File: src/rtl/cmd_queue_pkg.sv
// Shared command definitions used by the issuer and the command queue.
// Provides cmd_t, its packed width CMD_W, and a saturating counter helper.
package cmd_queue_pkg;

  typedef struct packed {
    logic [3:0]  opcode;
    logic [11:0] arg;
  } cmd_t;

  localparam int CMD_W = $bits(cmd_t);

  function automatic logic [31:0] sat_inc32(input logic [31:0] v, input logic en);
    if (en && (v != 32'hFFFF_FFFF)) return v + 32'd1;
    return v;
  endfunction

endpackage

File: src/rtl/cmd_queue_mem.sv
// Command storage: DEPTH x W array, one synchronous write port and one
// asynchronous read port. The array is intentionally not reset.
module cmd_queue_mem #(
  parameter int DEPTH = 16,
  parameter int W     = 16
) (
  input  logic                     i_clk,
  input  logic                     i_we,
  input  logic [$clog2(DEPTH)-1:0] i_waddr,
  input  logic [W-1:0]             i_wdata,
  input  logic [$clog2(DEPTH)-1:0] i_raddr,
  output logic [W-1:0]             o_rdata
);

  logic [W-1:0] mem_q [DEPTH];

  always_ff @(posedge i_clk) begin
    if (i_we) mem_q[i_waddr] <= i_wdata;
  end

  assign o_rdata = mem_q[i_raddr];

endmodule

File: src/rtl/cmd_queue.sv
// First-word-fall-through command FIFO feeding the issuer.
// Define CMD_QUEUE_STATS_EN to add push/pop counters and a high-water mark.
module cmd_queue
  import cmd_queue_pkg::*;
#(
  parameter int DEPTH    = 16,
  parameter int AF_LEVEL = DEPTH - 2
) (
  input  logic                     i_clk,
  input  logic                     i_rst,
  input  logic                     i_flush,
  input  logic                     i_wr,
  input  logic [CMD_W-1:0]         i_cmd,
  output logic                     o_full,
  output logic                     o_almost_full,
  input  logic                     i_rd,
  output logic [CMD_W-1:0]         o_cmd,
  output logic                     o_empty,
  output logic [$clog2(DEPTH):0]   o_count,
  output logic                     o_overflow,
  output logic                     o_underflow
`ifdef CMD_QUEUE_STATS_EN
  ,
  output logic [31:0]              o_push_cnt,
  output logic [31:0]              o_pop_cnt,
  output logic [$clog2(DEPTH):0]   o_high_water
`endif
);

  localparam int PTR_W = $clog2(DEPTH);
  localparam int CNT_W = PTR_W + 1;

  logic [PTR_W-1:0] wr_ptr_q, wr_ptr_d;
  logic [PTR_W-1:0] rd_ptr_q, rd_ptr_d;
  logic [CNT_W-1:0] count_q, count_d;
  logic             ovf_q, ovf_d;
  logic             unf_q, unf_d;

  logic empty, full, push_ok, pop_ok, mem_we;

  assign empty   = (count_q == '0);
  assign full    = (count_q == CNT_W'(DEPTH));
  // A full queue still takes a push when the same cycle frees the head slot.
  assign pop_ok  = i_rd && !empty;
  assign push_ok = i_wr && (!full || pop_ok);
  assign mem_we  = push_ok && !i_flush;

  always_comb begin
    wr_ptr_d = wr_ptr_q;
    rd_ptr_d = rd_ptr_q;
    count_d  = count_q;
    ovf_d    = ovf_q;
    unf_d    = unf_q;
    if (i_flush) begin
      wr_ptr_d = '0;
      rd_ptr_d = '0;
      count_d  = '0;
      ovf_d    = 1'b0;
      unf_d    = 1'b0;
    end else begin
      if (push_ok) wr_ptr_d = wr_ptr_q + PTR_W'(1);
      if (pop_ok)  rd_ptr_d = rd_ptr_q + PTR_W'(1);
      case ({push_ok, pop_ok})
        2'b10:   count_d = count_q + CNT_W'(1);
        2'b01:   count_d = count_q - CNT_W'(1);
        default: count_d = count_q;
      endcase
      if (i_wr && !push_ok) ovf_d = 1'b1;
      if (i_rd && !pop_ok)  unf_d = 1'b1;
    end
  end

  always_ff @(posedge i_clk or posedge i_rst) begin
    if (i_rst) begin
      wr_ptr_q <= '0;
      rd_ptr_q <= '0;
      count_q  <= '0;
      ovf_q    <= 1'b0;
      unf_q    <= 1'b0;
    end else begin
      wr_ptr_q <= wr_ptr_d;
      rd_ptr_q <= rd_ptr_d;
      count_q  <= count_d;
      ovf_q    <= ovf_d;
      unf_q    <= unf_d;
    end
  end

  cmd_queue_mem #(
    .DEPTH (DEPTH),
    .W     (CMD_W)
  ) u_mem (
    .i_clk   (i_clk),
    .i_we    (mem_we),
    .i_waddr (wr_ptr_q),
    .i_wdata (i_cmd),
    .i_raddr (rd_ptr_q),
    .o_rdata (o_cmd)
  );

  assign o_empty       = empty;
  assign o_full        = full;
  assign o_almost_full = (count_q >= CNT_W'(AF_LEVEL));
  assign o_count       = count_q;
  assign o_overflow    = ovf_q;
  assign o_underflow   = unf_q;

`ifdef CMD_QUEUE_STATS_EN
  logic [31:0]      push_cnt_q, push_cnt_d;
  logic [31:0]      pop_cnt_q, pop_cnt_d;
  logic [CNT_W-1:0] high_water_q, high_water_d;

  // High water tracks the post-edge count so it never lags o_count.
  always_comb begin
    push_cnt_d   = push_cnt_q;
    pop_cnt_d    = pop_cnt_q;
    high_water_d = high_water_q;
    if (i_flush) begin
      push_cnt_d   = '0;
      pop_cnt_d    = '0;
      high_water_d = '0;
    end else begin
      push_cnt_d = sat_inc32(push_cnt_q, push_ok);
      pop_cnt_d  = sat_inc32(pop_cnt_q, pop_ok);
      if (count_d > high_water_q) high_water_d = count_d;
    end
  end

  always_ff @(posedge i_clk or posedge i_rst) begin
    if (i_rst) begin
      push_cnt_q   <= '0;
      pop_cnt_q    <= '0;
      high_water_q <= '0;
    end else begin
      push_cnt_q   <= push_cnt_d;
      pop_cnt_q    <= pop_cnt_d;
      high_water_q <= high_water_d;
    end
  end

  assign o_push_cnt   = push_cnt_q;
  assign o_pop_cnt    = pop_cnt_q;
  assign o_high_water = high_water_q;
`endif

endmodule

File: config.mk
export PLATFORM = sky130hd
export DESIGN_NAME = cmd_queue
export DESIGN_NICKNAME = d
export VERILOG_FILES = /design/src/rtl/cmd_queue_pkg.sv /design/src/rtl/cmd_queue_mem.sv /design/src/rtl/cmd_queue.sv
export SDC_FILE = /design/constraint.sdc
export NUM_CORES = 1
export LEC_CHECK = 0
export BUFFER_PORTS_ARGS = -buffer_cell sky130_fd_sc_hd__buf_2
export CAP_MARGIN = 15
export CORE_ASPECT_RATIO = 0.9
export CORE_MARGIN = 2
export CORE_UTILIZATION = 50
export CTS_CLUSTER_SIZE = 10
export DETAILED_ROUTE_END_ITERATION = 10
export PLACE_DENSITY = 0.67
export RECOVER_POWER = 25
export SLEW_MARGIN = 20
export SYNTH_ARGS = -nofsm -noshare
export SYNTH_HDL_FRONTEND = slang
export SYNTH_SLANG_ARGS = --single-unit
File: constraint.sdc
create_clock -name i_clk -period 3.8 [get_ports i_clk]
set_input_delay 0.38 -clock i_clk [delete_from_list [all_inputs] [get_ports i_clk]]
set_output_delay 0.38 -clock i_clk [all_outputs]
set_load 0.1 [all_outputs]
# Word level (Yosys, flattened, before mapping)
# Memories as Yosys holds them, arrays and structs flattened.
# Index checks and enable logic that the tools add are counted.
[word_totals]
n_memories = 1
ramBits = 256
ff_bits = 15
[op_classes]
n_addsub = 4
reduce_logical = 17
n_lt_le_gt_ge = 1
muxes = 12
eq_ne = 3
[memory_table]
columns = ["memory", "words", "word_bits", "rd", "rd_clocked_by_memory_dff", "wr", "line_no", "text"]
rows = [
  ["u_mem.mem_q", 16, 16, 1, 0, 1, "cmd_queue_mem.sv:15", "logic [W-1:0] mem_q [DEPTH];"],
]
[ops]
columns = ["cell", "n"]
rows = [
  ["4-bit two-way mux", 4],
  ["5-bit case mux with 2 select lines", 1],
  ["4-bit by 1-bit adder with 4-bit output, second input constant", 2],
  ["2-bit nonzero test", 4],
  ["1-bit two-way mux", 6],
  ["5-bit by 1-bit adder with 5-bit output, second input constant", 1],
  ["5-bit == test, second input constant", 1],
  ["5-bit by 4-bit greater-or-equal comparator with 1-bit output, second input constant", 1],
  ["1-bit logical AND", 5],
  ["1-bit zero test", 5],
  ["5-bit zero test", 1],
  ["5-bit two-way mux", 1],
  ["5-bit by 1-bit subtractor with 5-bit output, second input constant", 1],
  ["3-bit nonzero test", 1],
  ["2-bit by 1-bit == test with 1-bit output, second input constant", 1],
  ["2-bit == test, second input constant", 1],
  ["1-bit logical OR", 1],
]

# Longest topological paths before layout
[depth]
word_depth = 9
mapped_depth = 9

# By module
# A second synthesis with hierarchy kept.
[unflattened]
hier_cells = 520
area_unflattened_um2 = 10737.8
[by_module_without_submodules]
columns = ["mod", "area_per_inst_um2", "cells_each", "instances", "seq_area_each_um2"]
rows = [
  ["cmd_queue_mem", 9723.1, 416, 1, 7687.4],
  ["cmd_queue", 1014.7, 104, 1, 375.4],
]

# Worst setup path after synthesis
# No wires, ideal clock.
[synth_timing]
path_type = "register -> register"
start = "register count_q[1] (netlist: o_count[1])"
end = "register ovf_q (netlist: o_overflow)"
path_slack_ns = 0.523
t_arrival_ns = 3.201
synth_period_minus_slack_ns = 3.277
stages_incl_launch_ff = 6
t_required_ns = 3.723
path_cell_list = "dfrtp_1 > or4_1 > buf_6 > nor2_1 > a31oi_1 > nor2_1"
[synth_lines]
columns = ["item", "line_no", "text"]
rows = [
  ["from (decl)", "cmd_queue.sv:35", "logic [CNT_W-1:0] count_q, count_d;"],
  ["from (signal assigned)", "cmd_queue.sv:83", "count_q <= count_d;"],
  ["5-bit == test", "cmd_queue.sv:42", "assign full = (count_q == CNT_W'(DEPTH));"],
  ["named net o_full", "cmd_queue.sv:14", "output logic o_full,"],
  ["1-bit zero test", "cmd_queue.sv:45", "assign push_ok = i_wr && (!full || pop_ok);"],
  ["1-bit logical OR", "cmd_queue.sv:45", ""],
  ["1-bit logical AND", "cmd_queue.sv:45", ""],
  ["1-bit zero test", "cmd_queue.sv:68", "if (i_wr && !push_ok) ovf_d = 1'b1;"],
  ["1-bit logical AND", "cmd_queue.sv:68", ""],
  ["2-bit nonzero test (no source line)", "--", ""],
  ["to (signal assigned)", "cmd_queue.sv:84", "ovf_q <= ovf_d;"],
  ["to (decl)", "cmd_queue.sv:36", "logic ovf_q, ovf_d;"],
]
# The timed path passes the listed nets, and every way through them passes these cells.
# A chain may end at the register's enable or synchronous reset.

# Worst setup path in the final report
[layout_timing]
start = "register rd_ptr_q[0]"
end = "output o_cmd[13]"
[layout_via]
elab_chain_cells = 1
[layout_lines]
columns = ["item", "line_no", "text"]
rows = [
  ["from (decl)", "cmd_queue.sv:34", "logic [PTR_W-1:0] rd_ptr_q, rd_ptr_d;"],
  ["from (signal assigned)", "cmd_queue.sv:82", "rd_ptr_q <= rd_ptr_d;"],
  ["memory read 16 x 16 bit", "--", ""],
  ["to (decl)", "cmd_queue.sv:17", "output logic [CMD_W-1:0] o_cmd,"],
]
# Every way passes these cells.

==> key figures <==
Yosys
  • Mapped Nets: 512
  • Synthesized area: 10700 um2
  • Post-synth top area share: 71.7%
  • Yosys warnings: 0
  • Synth unique cells: 43
  • Synthesis-stage register bit count: 271
  • Average cell area after synthesis: 22.2 um2
  • Largest area contributor in the netlist: edfxtp_1
  • Post-Syn Instances: 482
  • Synth area leaders: edfxtp_1 (72%), mux4_2 (17%), dfrtp_1 (3.5%)
  • Sequential area share after synthesis: 75.2%

Global routing
  • Vias in the first global route: 5345
  • Busiest grt layer: met2
  • Grt met3 use: 2.79%
  • First-pass GRT wire length: 31.8 mm
  • Initial antenna violation count: 0
  • Pin count of the biggest net entering global routing: 65
  • Tot GR Track Use: 19.3%
  • Grt ovf: 0
  • Global Route met1 Usage: 28.9%
  • Met2 GRT Util: 30.6%

Placement
  • Gpl congestion: 0.784
  • Port Buffers: 46
  • Dpl hpwl: 12.0 mm

Critical path
  • WP data required: 3.42 ns
  • Critical path depth: 4
  • Cell family with most CP delay: multiplexers
  • Crit start category: flip-flop
  • FF-to-FF path depth: 8
  • Critical Path Sink Type: output port
  • Worst path slowest cell: mux4_2
  • WP buf/inv: 2
  • Crit. Startpoint: rd_ptr_q[0]
  • R2R Setup Slk: 0.98 ns
  • Critical path type: flip-flop to output port
  • Worst-path maximum fanout: 18
  • RR Startpoint: o_count[1]
  • Most frequent CP cell: mux4_2
  • Arrival time worst endpoint: 2.87 ns
  • Slowest stage delay, CP: 0.57 ns
  • R2r endpoint: o_count[4]
  • Crit-path cells: buf_4, mux4_2, mux4_2, buf_2

Flow run
  • Max-Cap Viols: 0

Pwr
  • Power per cell area: 675 nW/um2
  • Leak: 3.90 nW
  • VDD IR max: 0.590 mV

Floorplan
  • Initial Util: 51.3%
  • Die area: 22600 um2
  • Top Ports: 47
  • Die height: 143 um
  • Die Wd: 158 um
  • FP Rows: 50
  • Core box area: 20900 um2

Clock tree
  • Clock Latency Late Sink: 0.54 ns
  • CTS tree: built
  • Post-CTS Repair Setup Buffers: 0
  • CTS Sinks: 271
  • CTS H-tree lvls: 1
  • CTS buffer count: 31
  • Root Driver: clkbuf_16
  • Clock Path Buffers: 3
  • Worst-path clk slew: 0.05 ns

Route
  • Initial DRC count: 449
  • Routed WL: 20.9 mm
  • Via count: 5036
  • Drt drc: 0
  • DRT antenna net count: 0
  • Router iterations before antenna repair: 5
  • DR WL/cell: 24.4 um
  • Vias per Instance: 5.88

Hold path
  • Worst Hold Depth: 3
  • Startpoint of the worst hold path: i_wr
  • Min-Delay Endpoint: o_count[4]
  • Worst min-delay path class: input pin to flip-flop

STA
  • Setup violators final: 0
  • Final Hold Vio Count: 0
  • Setup TNS: 0 ns
  • Worst hold slack: 0.198 ns
  • RSZ-0062 raised after global routing: no
  • Final Cycle Share: 85.6%
  • Period minus WS final: 3.25 ns
  • Max_slew headroom: 24.5%
  • Worst-Margin Slew: 1.13 ns
  • Slew Viols, Final: 0
  • Max Clock Freq: 307 MHz
  • Setup Skew: 0.0188 ns

Cells and area
  • Syn-to-layout area delta: 14.1%
  • Share of cells above drive strength 1: 34.0%
  • Nets: 589
  • N_diodes: 0

Run status
  • Status: finished, final reports clean
-- layout make-up --
class	count	area, um2
fill	1533	8660
sequential	271	8070
multi-input combinational	179	2520
clock buffer	42	817
timing repair buffer	67	413
tap	286	358
inverter	9	33.8
clock inverter	3	21.3
-- metrics by stage --
step                      cells  total power, mW  utilization [%]  setup slack, ns  instance area, um2
after global placement      811             5.80             54.6             1.10               11400
after floorplan             482             5.48                -            0.523               10700
final                       857             8.26             58.5            0.547               12200
after detailed placement    811             5.83             54.6            0.994               11400
after CTS                   857             8.34             58.6            0.490               12200
after global routing        857             8.57             58.5            0.409               12200
-- worst min-delay path, cell delays in order --
cell	delay, ns
buf_2	0.17
nand3_1	0.09
a21oi_1	0.06
-- cell families (layout without fill, tap and decap cells) --
logic type | count (synthesis) | count (layout) | share of synthesized area [%]
compound gates | 25 | 25 | 2.07
xor+xnor | 6 | 6 | 0.490
fa+ha+maj | 9 | 9 | 1.12
buf+inv | 32 | 121 | 1.61
flops | 271 | 271 | 75.2
mux | 83 | 83 | 17.1
simple gates | 56 | 56 | 2.37
-- routing by layer --
layer | up-vias | share of wire (%)
met5 | - | 0
li1 | 2162 | -
met1 | 2698 | 45
met4 | 0 | 1.8
met3 | 38 | 4.9
met2 | 138 | 49
-- registers in the layout, summed over array words and instances (netlist names) --
register	count
o_overflow	1
rd_ptr_q	4
o_count	5
o_underflow	1
u_mem.mem_q	256
wr_ptr_q	4
-- worst max path at each step --
stage               slack [ns]         end
detailed placement        0.99  o_count[4]
global route              0.41   o_cmd[13]
CTS                       0.49   o_cmd[13]
floorplan                 0.52  o_overflow
global placement          1.10    o_cmd[2]
finish                    0.55   o_cmd[13]
-- layout by cell type (no fill, tap or decap), types with 2 or more instances in the layout --
cell type	instances
clkbuf_16	31
ha_1	8
xor2_1	3
xnor2_1	3
dfrtp_1	13
buf_12	3
buf_2	34
edfxtp_1	256
o211ai_1	2
o21ai_0	2
a211oi_1	2
mux4_2	80
inv_1	7
o2111ai_1	2
nor2_2	16
nor2b_1	4
inv_2	2
nor2_1	13
o21ai_1	2
nand3_1	5
nor3_1	3
buf_4	17
mux2i_1	2
or2_2	2
a21oi_1	5
clkbuf_1	23
nand2_1	7
-- Yosys cell counts, drive strengths merged --
cell / instances
mux4: 80
o41ai: 2
edfxtp: 256
mux2i: 2
or2: 2
or4: 1
a211oi: 2
o311ai: 1
clkbuf: 6
o2111ai: 2
ha: 8
dfrtp: 15
nand2b: 1
o21a: 1
nand4b: 1
xnor2: 3
nand2: 7
nand3: 5
nor4: 1
nor2: 29
inv: 9
xor2: 3
mux2: 1
o21ai: 4
fa: 1
buf: 17
o211a: 1
a21oi: 5
a31oi: 2
o211ai: 4
nor2b: 4
a21o: 1
nor3: 3
or3: 1
nand4: 1
-- power breakdown --
part | total, mW | switching, mW | internal (mW)
Sequential | 3.43 | 0.0917 | 3.34
Combinational | 2.32 | 1.52 | 0.801
Clock | 2.51 | 1.04 | 1.47
Total | 8.26 | 2.65 | 5.61
-- what timing repair did --
item / CTS / global route
endpoints found under the hold margin: 15 / 0
resized for setup: 0 / 0
hold buffers: 1 / 0
No activity file was read; power rests on OpenSTA's default activity.
